File: src/rtl/ddr_pkg.sv
// Shared types and constants for the DDR2 write-data path.
package ddr_pkg;

  typedef enum logic [2:0] {
    IDLE,
    WAIT,
    PRE,
    DATA,
    POST
  } ddr_wstate_t;

  localparam int BEATS_BL4 = 2;
  localparam int BEATS_BL8 = 4;

  // DQS levels: preamble/postamble hold DQS low, data cycles toggle high-then-low
  localparam logic DQS_PRE_D0  = 1'b0;
  localparam logic DQS_PRE_D1  = 1'b0;
  localparam logic DQS_DATA_D0 = 1'b1;
  localparam logic DQS_DATA_D1 = 1'b0;

endpackage

File: src/rtl/ddr_wdata_serializer.sv
// DDR2 write-data front end: latency wait, DQS pre/postamble framing and
// per-beat d0/d1 split with masked filler on underrun. All outputs registered.
module ddr_wdata_serializer
  import ddr_pkg::*;
#(
  parameter int DQ_WIDTH      = 16,
  parameter int WRITE_LATENCY = 3
) (
  input  logic                    clk,
  input  logic                    rst,
  input  logic                    cmd_valid,
  input  logic                    cmd_bl8,
  output logic                    cmd_ready,
  input  logic                    wr_valid,
  input  logic [2*DQ_WIDTH-1:0]   wr_data,
  input  logic [2*DQ_WIDTH/8-1:0] wr_dm,
  output logic                    wr_ready,
  output logic [DQ_WIDTH-1:0]     d0,
  output logic [DQ_WIDTH-1:0]     d1,
  output logic [DQ_WIDTH/8-1:0]   dm0,
  output logic [DQ_WIDTH/8-1:0]   dm1,
  output logic                    dq_t,
  output logic                    dqs0,
  output logic                    dqs1,
  output logic                    dqs_t,
  output logic                    underrun
);

  localparam int         DMW       = DQ_WIDTH / 8;
  localparam logic [3:0] WAIT_LOAD = 4'(WRITE_LATENCY - 2);

  ddr_wstate_t state_q, state_d;
  logic [3:0]  cnt_q, cnt_d;
  logic [1:0]  beat_q, beat_d;
  logic [1:0]  last_beat;
  logic        bl8_q, bl8_d;
  logic        go_q, go_d;
  logic        accept;

  logic                cmd_ready_q, cmd_ready_d;
  logic                wr_ready_q, wr_ready_d;
  logic [DQ_WIDTH-1:0] d0_q, d0_d, d1_q, d1_d;
  logic [DMW-1:0]      dm0_q, dm0_d, dm1_q, dm1_d;
  logic                dq_t_q, dq_t_d, dqs_t_q, dqs_t_d;
  logic                dqs0_q, dqs0_d, dqs1_q, dqs1_d;
  logic                underrun_q, underrun_d;

  assign accept    = cmd_valid && cmd_ready_q;
  assign last_beat = bl8_q ? 2'(BEATS_BL8 - 1) : 2'(BEATS_BL4 - 1);

  // go_q marks the cycle right after acceptance, so PRE lands on cycle
  // WRITE_LATENCY-1 even when WAIT is skipped entirely.
  always_comb begin
    state_d = state_q;
    cnt_d   = cnt_q;
    beat_d  = beat_q;
    bl8_d   = bl8_q;
    go_d    = 1'b0;
    unique case (state_q)
      IDLE: begin
        if (go_q) begin
          if (WAIT_LOAD == 4'd0) begin
            state_d = PRE;
          end else begin
            state_d = WAIT;
            cnt_d   = WAIT_LOAD;
          end
        end else if (accept) begin
          go_d  = 1'b1;
          bl8_d = cmd_bl8;
        end
      end
      WAIT: begin
        cnt_d = cnt_q - 4'd1;
        if (cnt_q == 4'd1) state_d = PRE;
      end
      PRE: begin
        state_d = DATA;
        beat_d  = 2'd0;
      end
      DATA: begin
        if (beat_q == last_beat) state_d = POST;
        else                     beat_d  = beat_q + 2'd1;
      end
      POST:    state_d = IDLE;
      default: state_d = IDLE;
    endcase
  end

  // Outputs follow the state being entered. wr_ready leads DATA by one cycle
  // so each handshake edge is also the edge that loads that beat into d0/d1.
  always_comb begin
    cmd_ready_d = (state_d == IDLE) && !go_d;
    wr_ready_d  = (state_d == PRE) || ((state_d == DATA) && (beat_d != last_beat));
    dq_t_d      = (state_d != DATA);
    dqs_t_d     = !(state_d inside {PRE, DATA, POST});
    dqs0_d      = 1'b0;
    dqs1_d      = 1'b0;
    d0_d        = '0;
    d1_d        = '0;
    dm0_d       = '0;
    dm1_d       = '0;
    underrun_d  = 1'b0;
    if (state_d == PRE || state_d == POST) begin
      dqs0_d = DQS_PRE_D0;
      dqs1_d = DQS_PRE_D1;
    end
    if (state_d == DATA) begin
      dqs0_d = DQS_DATA_D0;
      dqs1_d = DQS_DATA_D1;
      if (wr_valid && wr_ready_q) begin
        d0_d  = wr_data[DQ_WIDTH-1:0];
        d1_d  = wr_data[2*DQ_WIDTH-1:DQ_WIDTH];
        dm0_d = wr_dm[DMW-1:0];
        dm1_d = wr_dm[2*DMW-1:DMW];
      end else begin
        dm0_d      = '1;
        dm1_d      = '1;
        underrun_d = 1'b1;
      end
    end
  end

  always_ff @(posedge clk) begin
    if (rst) begin
      state_q     <= IDLE;
      cnt_q       <= '0;
      beat_q      <= '0;
      bl8_q       <= 1'b0;
      go_q        <= 1'b0;
      cmd_ready_q <= 1'b0;
      wr_ready_q  <= 1'b0;
      d0_q        <= '0;
      d1_q        <= '0;
      dm0_q       <= '0;
      dm1_q       <= '0;
      dq_t_q      <= 1'b1;
      dqs_t_q     <= 1'b1;
      dqs0_q      <= 1'b0;
      dqs1_q      <= 1'b0;
      underrun_q  <= 1'b0;
    end else begin
      state_q     <= state_d;
      cnt_q       <= cnt_d;
      beat_q      <= beat_d;
      bl8_q       <= bl8_d;
      go_q        <= go_d;
      cmd_ready_q <= cmd_ready_d;
      wr_ready_q  <= wr_ready_d;
      d0_q        <= d0_d;
      d1_q        <= d1_d;
      dm0_q       <= dm0_d;
      dm1_q       <= dm1_d;
      dq_t_q      <= dq_t_d;
      dqs_t_q     <= dqs_t_d;
      dqs0_q      <= dqs0_d;
      dqs1_q      <= dqs1_d;
      underrun_q  <= underrun_d;
    end
  end

  assign cmd_ready = cmd_ready_q;
  assign wr_ready  = wr_ready_q;
  assign d0        = d0_q;
  assign d1        = d1_q;
  assign dm0       = dm0_q;
  assign dm1       = dm1_q;
  assign dq_t      = dq_t_q;
  assign dqs0      = dqs0_q;
  assign dqs1      = dqs1_q;
  assign dqs_t     = dqs_t_q;
  assign underrun  = underrun_q;

endmodule

File: config.mk
export PLATFORM = sky130hd
export DESIGN_NAME = ddr_wdata_serializer
export DESIGN_NICKNAME = d
export VERILOG_FILES = /design/src/rtl/ddr_pkg.sv /design/src/rtl/ddr_wdata_serializer.sv
export SDC_FILE = /design/constraint.sdc
export NUM_CORES = 1
export LEC_CHECK = 0
export CAP_MARGIN = 30
export CORE_UTILIZATION = 43
export DETAILED_ROUTE_END_ITERATION = 8
export PLACE_DENSITY = 0.89
export SETUP_SLACK_MARGIN = 0.02
export SLEW_MARGIN = 20
export SYNTH_ARGS = -nofsm -noshare
export SYNTH_HDL_FRONTEND = slang
export SYNTH_SLANG_ARGS = --single-unit
export TNS_END_PERCENT = 1
File: constraint.sdc
create_clock -name clk -period 3.64 [get_ports clk]
set_clock_uncertainty 0.1 [all_clocks]
set_input_delay 0.728 -clock clk [delete_from_list [all_inputs] [get_ports clk]]
set_output_delay 0.728 -clock clk [all_outputs]
set_load 0.01 [all_outputs]
==> summary.md <==
| Metric | Value |
|---|---|
| EDFF count, synth | 0 |
| Die height | 66.2 um |
| Setup violators final | 0 |
| Lkg Pwr | 0.00102 uW |
| # Post-CTS Setup Buffers | 0 |
| Vias in the first global route | 1,351 |
| Initial Utilization | 0.467 |
| CP max stage cell | clkdlybuf4s50_1 |
| Port bufs | 82 |
| Total gr overflow | 0 |
| H-tree Lvls | 2 |
| CTS Sinks | 53 |
| Final WL | 4060 um |
| Sequential share of the synthesized area | 0.598 |
| DRC | 0 |
| Dpl hpwl | 2990 um |
| R2R Path Start | state_q[1] |
| Slowest Stage Delay on Critical Path | 0.61 ns |
| Vias | 1,404 |
| # IOs | 84 |
| Outcome | finished clean |
| Post-Syn Area | 1770 um^2 |
| Area Overhead vs Synth | 51.4% |
| Setup CP Type | in -> reg |
| Detailed router's first-iteration violation count | 43 |
| Worst VDD drop | 183 uV |
| Post_cts resized | 0 |
| Syn avg cell area | 10.6 um^2 |
| Buf+Inv Stages, Crit Path | 2 |
| Post-Synthesis Cells | 167 |
| First-pass GRT wire length | 6240 um |
| Family with the most delay on the worst path | buffers and inverters |
| Max Cap Viol | 0 |
| Layout Nets | 292 |
| #FFs+latches synth | 53 |
| Final ANT Viol Nets | 0 |
| Layout cells sized above 1 | 0.0560 |
| CP Launch Type | primary input |
| CP max FO | 32 |
| Worst Setup End Kind | flip-flop |
| YS warnings | 0 |
| Yosys cell types | 37 |
| Row cnt | 22 |
| TritonCTS buffer count | 5 |
| Tcrit/Tclk final | 0.643 |
| Largest net degree at the start of global routing | 33 |
| Hold path depth | 1 |
| Slew Viols, Final | 0 |
| Reg2reg setup slack | 1.83 ns |
| HP Class | reg -> reg |
| Wirelength per Cell | 13.6 um |
| Fin crit period | 2.34 ns |
| Register-to-Register Path Depth | 4 |
| Max Clk Rate | 427 MHz |
| Clock slew at reported path FFs | 0.09 ns |
| Vias per inst | 4.71 |
| Die span in x | 66.2 um |
| Pwr dens | 378 nW/um^2 |
| Syn_nets | 210 |
| Ys async rst share | 0 |
| Top_reg_cell synth | dfxtp_1 |
| Worst skew pair latency | 0.31 ns |
| Diodes inserted | 0 |
| CP Cell Sequence | clkdlybuf4s50_1, or3b_4, a211oi_4, buf_4, and2_1 |
| Hold_buf cts | 0 |
| Final setup margin | 1.30 ns |
| Core ar. | 3800 um^2 |
| Hold slack | 0.396 ns |
| CTS tree | done |
| Initial antenna violation count | 0 |
| Final Hold Fails | 0 |
| All-Layer GR Usage | 0.196 |
| CP required | 3.79 ns |
| Min-delay src | wr_ready |
| Die area | 4380 um^2 |
| Clock Tree Buf Depth | 2 |
| Worst slew pin tran | 0.572 ns |
| Hold worst-path end | underrun |
| Reg2reg end | d0[10] |
| DR pass1 iterations | 4 |
| Setup TNS | 0 ns |
| Place WS | 0.993 ns |
| Root Buffer | clkbuf_8 |
| Max_slew headroom | 0.616 |
| Worst Path Arrival | 2.49 ns |
| RSZ-0062 raised after global routing | no |
| Routability cong. | 0.813 |
-- sequential cells by signal, summed over array words and instances, names as in the netlist, 2 cells and up --
signal,flops
dm0,2
d0,16
d1,16
cnt_q,4
dm1,2
beat_q,2
state_q,3
-- Yosys cell counts (all sizes together) (2+ instances only) --
master / instances / share of area
or2: 2 / 0.0071
nor2: 14 / 0.030
nor4b: 2 / 0.0099
a21oi: 7 / 0.020
clkbuf: 3 / 0.0064
nand2b: 2 / 0.0071
o21ai: 5 / 0.014
nand3: 2 / 0.0056
nand2: 5 / 0.011
inv: 5 / 0.011
ha: 2 / 0.014
nor2b: 5 / 0.018
buf: 5 / 0.030
nand3b: 2 / 0.0085
and2: 33 / 0.12
dfxtp: 53 / 0.60
-- cell usage in the layout (no fill, tap or decap), types with 5 or more instances in the layout --
| cell type | count |
|---|---|
| nor2_1 | 14 |
| and2_1 | 33 |
| nor2b_1 | 5 |
| o21ai_0 | 5 |
| a21oi_1 | 7 |
| inv_1 | 5 |
| nand2_1 | 5 |
| dfxtp_1 | 53 |
| clkbuf_8 | 5 |
| clkdlybuf4s50_1 | 82 |
-- through the flow --
step | instance area [um^2] | util | std cells | power [uW]
after floorplan | 1770 | - | 167 | 646
after global placement | 2600 | 0.684 | 290 | 699
after detailed placement | 2600 | 0.684 | 290 | 702
after CTS | 2690 | 0.707 | 298 | 1020
after global routing | 2690 | 0.707 | 298 | 1060
final | 2690 | 0.707 | 298 | 1010
-- worst max path at each step --
stage / start / to / slack, ns / cells past startpoint
global placement: rst / d1[15] / 1.01 / 5
detailed placement: rst / d1[14] / 0.99 / 5
floorplan: rst / d0[0] / 1.80 / 4
global route: rst / d0[10] / 1.19 / 5
finish: rst / d0[10] / 1.30 / 5
CTS: rst / d0[10] / 1.30 / 5
-- layout make-up --
cell class,count,area [um^2]
Multi-Input combinational cell,101,629
Sequential cell,53,1060
Tap cell,48,60.1
Clock buffer,6,72.6
Clock inverter,2,15.0
Fill cell,282,1110
Timing Repair Buffer,83,828
Inverter,5,18.8
-- power by group --
part	total, uW	internal [uW]	switching [uW]
sequential	600	589	11.2
combinational	90.9	60.5	30.5
clock	324	136	188
total	1010	785	230
-- cells by family after synthesis --
kind of cell / count (synthesis) / synth area share
flops: 53 / 0.598
mux: 1 / 0.00635
other cells: 1 / 0.00212
compound gates: 22 / 0.0861
fa+ha+maj: 2 / 0.0141
buf+inv: 13 / 0.0466
simple gates: 74 / 0.241
xor+xnor: 1 / 0.00494
-- routing by layer --
metal / share of wire / GRT usage
met4: 0.0052 / 0.0559
met1: 0.40 / 0.203
met2: 0.49 / 0.352
met3: 0.10 / 0.0879
met5: 0 / 0
No activity file was read; power rests on OpenSTA's default activity.
